### src/rtl/uart_pkg.sv
// Shared definitions for the UART frame transmitter.
// Contents:
//   state_e           one-hot (5-bit) transmitter state encoding
//   CLKS_PER_BIT_DEF  default clocks per serial bit (50 MHz / 115200)
//   even_parity()     even-parity bit of a data byte
package uart_pkg;

   typedef enum logic [4:0] {
      S_IDLE   = 5'b00001,
      S_START  = 5'b00010,
      S_DATA   = 5'b00100,
      S_PARITY = 5'b01000,
      S_STOP   = 5'b10000
   } state_e;

   localparam int unsigned CLKS_PER_BIT_DEF = 434;

   // Even parity: the bit that makes the total count of ones even.
   function automatic logic even_parity(input logic [7:0] d);
      return ^d;
   endfunction

endpackage

### src/rtl/uart_baud_tick.sv
// Bit-period counter for the UART transmitter. Counts 0..CLKS_PER_BIT-1
// while enabled and raises tick_o on the last cycle of each bit period.
// Ports:
//   clk_i   clock, rising edge
//   rst_i   synchronous active-high reset
//   en_i    count enable (a frame is on the line)
//   clr_i   synchronous clear (holds the counter at zero while idle)
//   tick_o  bit-boundary strobe, high on the final cycle of a bit
module uart_baud_tick
   import uart_pkg::*;
#(
   parameter int unsigned CLKS_PER_BIT = CLKS_PER_BIT_DEF
) (
   input  logic clk_i,
   input  logic rst_i,
   input  logic en_i,
   input  logic clr_i,
   output logic tick_o
);

   localparam int unsigned CW = (CLKS_PER_BIT > 1) ? $clog2(CLKS_PER_BIT) : 1;
   localparam logic [CW-1:0] LAST = CW'(CLKS_PER_BIT - 1);

   logic [CW-1:0] cnt_q;
   logic [CW-1:0] cnt_d;

   assign tick_o = en_i & (cnt_q == LAST);

   // Next count: wrap at each bit boundary, hold at zero when cleared.
   always_comb begin
      cnt_d = cnt_q;
      if (clr_i || tick_o) begin
         cnt_d = '0;
      end else if (en_i) begin
         cnt_d = cnt_q + CW'(1);
      end else begin
         cnt_d = cnt_q;
      end
   end

   // Counter register.
   always_ff @(posedge clk_i) begin
      if (rst_i) begin
         cnt_q <= '0;
      end else begin
         cnt_q <= cnt_d;
      end
   end

endmodule

### src/rtl/uart_frame_tx.sv
// UART frame transmitter: 8N1 (or 8N2) frames from a one-byte holding
// register into a shift register, LSB first, idle-high line.
// Optional build macro UART_TX_PARITY_EN inserts an even-parity bit between
// the data bits and the stop bit(s).
// Ports:
//   clk       clock, rising edge
//   rst       synchronous active-high reset (aborts any frame)
//   tx_data   byte to send, captured when tx_valid && tx_ready
//   tx_valid  producer has a byte
//   tx_ready  holding register empty (registered)
//   busy      a frame is being sent
//   tx        serial line (registered, idle high)
module uart_frame_tx
   import uart_pkg::*;
#(
   parameter int unsigned CLKS_PER_BIT = CLKS_PER_BIT_DEF,
   parameter int unsigned STOP_BITS    = 1
) (
   input  logic       clk,
   input  logic       rst,
   input  logic [7:0] tx_data,
   input  logic       tx_valid,
   output logic       tx_ready,
   output logic       busy,
   output logic       tx
);

   state_e     state_q;
   state_e     state_d;
   logic [7:0] hold_q;
   logic [7:0] shift_q;
   logic       ready_q;
   logic       tx_q;
   logic [2:0] idx_q;
   logic       stop_q;

   logic       tick_s;
   logic       load_s;
   logic       accept_s;
   logic       active_s;
   logic       stop_last_s;
   logic       tx_s;

   assign accept_s    = tx_valid & ready_q;
   assign active_s    = (state_q != S_IDLE);
   assign stop_last_s = (stop_q == 1'(STOP_BITS - 1));

   uart_baud_tick #(
      .CLKS_PER_BIT (CLKS_PER_BIT)
   ) u_baud (
      .clk_i  (clk),
      .rst_i  (rst),
      .en_i   (active_s),
      .clr_i  (~active_s),
      .tick_o (tick_s)
   );

   // State register.
   always_ff @(posedge clk) begin
      if (rst) begin
         state_q <= S_IDLE;
      end else begin
         state_q <= state_d;
      end
   end

   // Next-state logic; load_s moves the held byte into the shifter.
   // A full holding register at the end of the stop bit chains straight
   // into the next start bit with no idle cycle.
   always_comb begin
      state_d = state_q;
      load_s  = 1'b0;
      case (state_q)
         S_IDLE: begin
            if (!ready_q) begin
               state_d = S_START;
               load_s  = 1'b1;
            end else begin
               state_d = S_IDLE;
            end
         end
         S_START: begin
            if (tick_s) begin
               state_d = S_DATA;
            end else begin
               state_d = S_START;
            end
         end
         S_DATA: begin
            if (tick_s && (idx_q == 3'd7)) begin
`ifdef UART_TX_PARITY_EN
               state_d = S_PARITY;
`else
               state_d = S_STOP;
`endif
            end else begin
               state_d = S_DATA;
            end
         end
`ifdef UART_TX_PARITY_EN
         S_PARITY: begin
            if (tick_s) begin
               state_d = S_STOP;
            end else begin
               state_d = S_PARITY;
            end
         end
`endif
         S_STOP: begin
            if (tick_s && stop_last_s) begin
               if (!ready_q) begin
                  state_d = S_START;
                  load_s  = 1'b1;
               end else begin
                  state_d = S_IDLE;
               end
            end else begin
               state_d = S_STOP;
            end
         end
         default: begin
            state_d = S_IDLE;
         end
      endcase
   end

   // Line level for the current state. The shifter rotates rather than
   // shifts, so after eight bits it holds the original byte again and the
   // parity bit can be derived from it directly.
   always_comb begin
      tx_s = 1'b1;
      case (state_q)
         S_IDLE:   tx_s = 1'b1;
         S_START:  tx_s = 1'b0;
         S_DATA:   tx_s = shift_q[0];
`ifdef UART_TX_PARITY_EN
         S_PARITY: tx_s = even_parity(shift_q);
`endif
         S_STOP:   tx_s = 1'b1;
         default:  tx_s = 1'b1;
      endcase
   end

   // Holding/shift registers, bit and stop counters, registered line.
   always_ff @(posedge clk) begin
      if (rst) begin
         hold_q  <= 8'h00;
         shift_q <= 8'h00;
         ready_q <= 1'b1;
         idx_q   <= 3'd0;
         stop_q  <= 1'b0;
         tx_q    <= 1'b1;
      end else begin
         tx_q <= tx_s;
         // accept and load never coincide: load needs a full holding register
         if (accept_s) begin
            hold_q  <= tx_data;
            ready_q <= 1'b0;
         end else if (load_s) begin
            ready_q <= 1'b1;
         end else begin
            ready_q <= ready_q;
         end
         if (load_s) begin
            shift_q <= hold_q;
            idx_q   <= 3'd0;
            stop_q  <= 1'b0;
         end else if (tick_s) begin
            case (state_q)
               S_DATA: begin
                  shift_q <= {shift_q[0], shift_q[7:1]};
                  idx_q   <= idx_q + 3'd1;
               end
               S_STOP: begin
                  stop_q <= stop_last_s ? 1'b0 : 1'b1;
               end
               default: begin
                  shift_q <= shift_q;
               end
            endcase
         end else begin
            shift_q <= shift_q;
         end
      end
   end

   assign tx       = tx_q;
   assign tx_ready = ready_q;
   assign busy     = active_s;

endmodule

### config.mk
export PLATFORM = sky130hd
export DESIGN_NAME = uart_frame_tx
export DESIGN_NICKNAME = d
export VERILOG_FILES = /design/src/rtl/uart_pkg.sv /design/src/rtl/uart_baud_tick.sv /design/src/rtl/uart_frame_tx.sv
export SDC_FILE = /design/constraint.sdc
export NUM_CORES = 1
export LEC_CHECK = 0
export ABC_AREA = 1
export ABC_CLOCK_PERIOD_IN_PS = 3210
export CORE_MARGIN = 2
export CORE_UTILIZATION = 60
export CTS_CLUSTER_SIZE = 24
export DETAILED_ROUTE_END_ITERATION = 16
export GPL_TIMING_DRIVEN = 1
export PLACE_DENSITY = 0.92
export SETUP_SLACK_MARGIN = 0.3
export SLEW_MARGIN = 10
export SYNTH_ARGS = -nofsm -noshare
export SYNTH_HDL_FRONTEND = slang
export SYNTH_SLANG_ARGS = --single-unit
### constraint.sdc
create_clock -name clk -period 3.21 [get_ports clk]
set_input_delay 0.4815 -clock clk [delete_from_list [all_inputs] [get_ports clk]]
set_output_delay 0.4815 -clock clk [all_outputs]
set_load 0.02 [all_outputs]
==> results.sh <==
export IMPL_layout_drive_gt1_share_pct=9.562
export IMPL_max_freq_mhz=455.8
export IMPL_crit_chain="nor2_1 -> nand3_2 -> clkdlybuf4s50_1"
export IMPL_netSwitchingPower_w=0.0003736
export IMPL_period_minus_slack_ns=2.194
export IMPL_critical_path_top_delay_family="buffers and inverters"
export IMPL_clockBufferDepth=2
export IMPL_path_clk_slew_ns=0.11
export IMPL_grt_max_degree=22
export IMPL_grt_pass1_wl_mm=5.706
export IMPL_power_density_nw_per_um2=592.1
export IMPL_tns_ns=0
export IMPL_holdBufCountCts=0
export IMPL_reg2reg_depth=10
export IMPL_floorplan_initialDensity_pct=64.48
export IMPL_pin_count=14
export IMPL_total_power_w=0.001091
export IMPL_cap_violations=0
export IMPL_clkLatencyLatePin_ns=0.35
export IMPL_setup_viol=0
export IMPL_seq_area_frac_synth_pct=41.85
export IMPL_dieArea_um2=3143
export IMPL_worstPathRequired_ns=2.73
export IMPL_grt_pass1_vias=1394
export IMPL_hold_path_class="reg -> reg"
export IMPL_slew_headroom_pct=69.54
export IMPL_cts_tree="yes"
export IMPL_netlist_instances=235
export IMPL_root_buffer="clkbuf_4"
export IMPL_yosysMostFrequentCell="nand2_1"
export IMPL_whs_ns=0.4960
export IMPL_htreeDepth=2
export IMPL_vias=1475
export IMPL_p_sw_share_pct=34.23
export IMPL_synth_avg_cell_area_um2=6.922
export IMPL_ys_top_cells_by_area="dfxtp_1, nand2_1, nor2_1, inv_1, nand3_1"
export IMPL_syn_to_final_growth_pct=13.31
export IMPL_ant_nets=0
export IMPL_path_max_fanout=12
export IMPL_firstDrtPassIters=4
export IMPL_cpPeakStageDelay_ns=0.63
export IMPL_status="complete, no violations"
export IMPL_fillCellCount=215
export IMPL_irDropWorstVdd_uv=526.8
export IMPL_period_share_pct=68.35
export IMPL_synth_ff_type="dfxtp_1"
export IMPL_dp_cells=273
export IMPL_critPathCaptureType="output port"
export IMPL_cts_buffers=5
export IMPL_num_rows=18
export IMPL_hpwlAfterDp_mm=2.351
export IMPL_finalHoldViolations=0
export IMPL_grt_util_all_layers_pct=23.15
export IMPL_synth_edff_count=0
export IMPL_wl_per_cell_um=11.34
export IMPL_final_max_slew_viol_count=0
export IMPL_nNetsFinal=265
export IMPL_power_leakage_nw=0.8679
export IMPL_path_depth=3
export IMPL_post_drt_via_cell_ratio=5.249
export IMPL_synth_largest_area_cell="dfxtp_1"
export IMPL_ctsResizeCount=0
export IMPL_rsz0062_at_grt="false"
export IMPL_route_detailed_drc=0
export IMPL_p_comb_share_pct=27.6
export IMPL_postSynth_asyncResetShare_pct=0
export IMPL_yosysTopAreaCellShare_pct=41.85
export IMPL_synth_common_cells="nand2_1, nor2_1, dfxtp_1"
export IMPL_io_buffer_count=13
export IMPL_antennaDiodeCount=0
export IMPL_path_class="reg -> out"
export IMPL_arrival_ns=1.71
export IMPL_tritoncts_num_sinks=34
export IMPL_die_y_um=56.07
export IMPL_final_cell_count_no_fill=281
export IMPL_coreArea_um2=2522
export IMPL_wirelength_mm=3.186
export IMPL_tightest_slew_ns=0.4527
export IMPL_antenna_found_initial=0
export IMPL_multiInputGateArea_um2=795.8
export IMPL_overflow=0
export IMPL_pwr_share_seq_pct=45.3
export IMPL_p_clk_share_pct=27.1
export IMPL_drt_initial_drc_count=31
export IMPL_syn_nets=250
export IMPL_synth_seq_cells=34
export IMPL_ys_types=30
export IMPL_die_x_um=56.07
export IMPL_slowest_stage="clkdlybuf4s50_1"
export IMPL_place_gp_congestion=0.8320
export IMPL_p_int_w=0.0007177
export IMPL_clock_skew_ns=0.007719
export IMPL_post_cts_repair_setup_buffers=0
export IMPL_whs_path_depth=1
export IMPL_startpoint_type="register"
export IMPL_netlist_area_um2=1627
export IMPL_seq_area_um2=680.7
export IMPL_ys_warn_count=0
export IMPL_path_buf_inv=1
stage by stage:
step	util (%)	cell area (µm²)	setup slack, ns
2_1_floorplan	-	1627	1.740
3_3_place_gp	69.94	1764	1.242
3_5_place_dp	69.94	1764	1.176
4_1_cts	73.07	1843	1.026
5_1_grt	73.07	1843	0.9440
6_report	73.07	1843	1.016
layout make-up:
class | count | share of cell area (%)
flip-flops and latches | 34 | 36.93
well taps | 30 | 2.037
clock buffers | 8 | 4.277
repair buffers | 14 | 7.468
inverters | 30 | 6.110
multi-input cells | 165 | 43.18
cells by family after synthesis:
logic type | share of synthesized area (%)
AND/OR/NAND/NOR | 34.15
flip-flops | 41.85
AO/OA/AOI/OAI | 10.62
XOR/XNOR | 1.077
buffers and inverters | 9.230
adder cells (fa/ha/maj) | 3.077
metal layers:
| layer | global-route usage (%) | vias up | part of all wire [%] |
|---|---|---|---|
| li1 | - | 775 | - |
| met1 | 25.65 | 660 | 44 |
| met2 | 40.50 | 30 | 49 |
| met3 | 5.814 | 10 | 4.3 |
| met4 | 11.90 | 0 | 2.6 |
| met5 | 0 | - | 0 |
layout by cell type (no fill, tap or decap), types with 2 or more instances in the layout:
cell type and n:
nand4_1 2, nand3_1 13, clkbuf_8 3, ha_1 4, nor2_1 47, o211ai_1 2
nand2_1 51, o21ai_0 12, a21oi_1 9, o21a_1 2, dfxtp_1 34, clkdlybuf4s50_1 13
inv_1 25, a22oi_1 2, clkbuf_4 5, nand2_2 5, inv_2 4, nor3_1 5
or2_2 2
registers in the layout, summed over array words and instances, names as in the netlist:
name	count
shift_q	8
tx_ready	1
hold_q	8
u_baud.cnt_q	9
tx	1
idx_q	3
state_q	4
worst paths after layout:
check	slack [ns]	from	endpoint
setup / recovery	1.02	state_q[2]$_SDFF_PP0_	busy
hold / removal	0.50	u_baud.cnt_q[0]$_SDFFE_PP0P_	u_baud.cnt_q[0]$_SDFFE_PP0P_
setup reg to reg	1.25	u_baud.cnt_q[0]$_SDFFE_PP0P_	shift_q[6]$_SDFFE_PP0P_
hold reg to reg	0.50	u_baud.cnt_q[0]$_SDFFE_PP0P_	u_baud.cnt_q[0]$_SDFFE_PP0P_
power groups by stage:
| stage | Sequential (W) | Combinational, W | Clock, W |
|---|---|---|---|
| finish | 0.000494 | 0.000301 | 0.000296 |
| floorplan | 0.000499 | 0.000241 | 0 |
| global placement | 0.000502 | 0.000286 | 0 |
| detailed placement | 0.000503 | 0.000299 | 0 |
| global route | 0.000500 | 0.000343 | 0.000312 |
| CTS | 0.000494 | 0.000301 | 0.000298 |
Note: power is estimated with default switching activity, not from simulation.
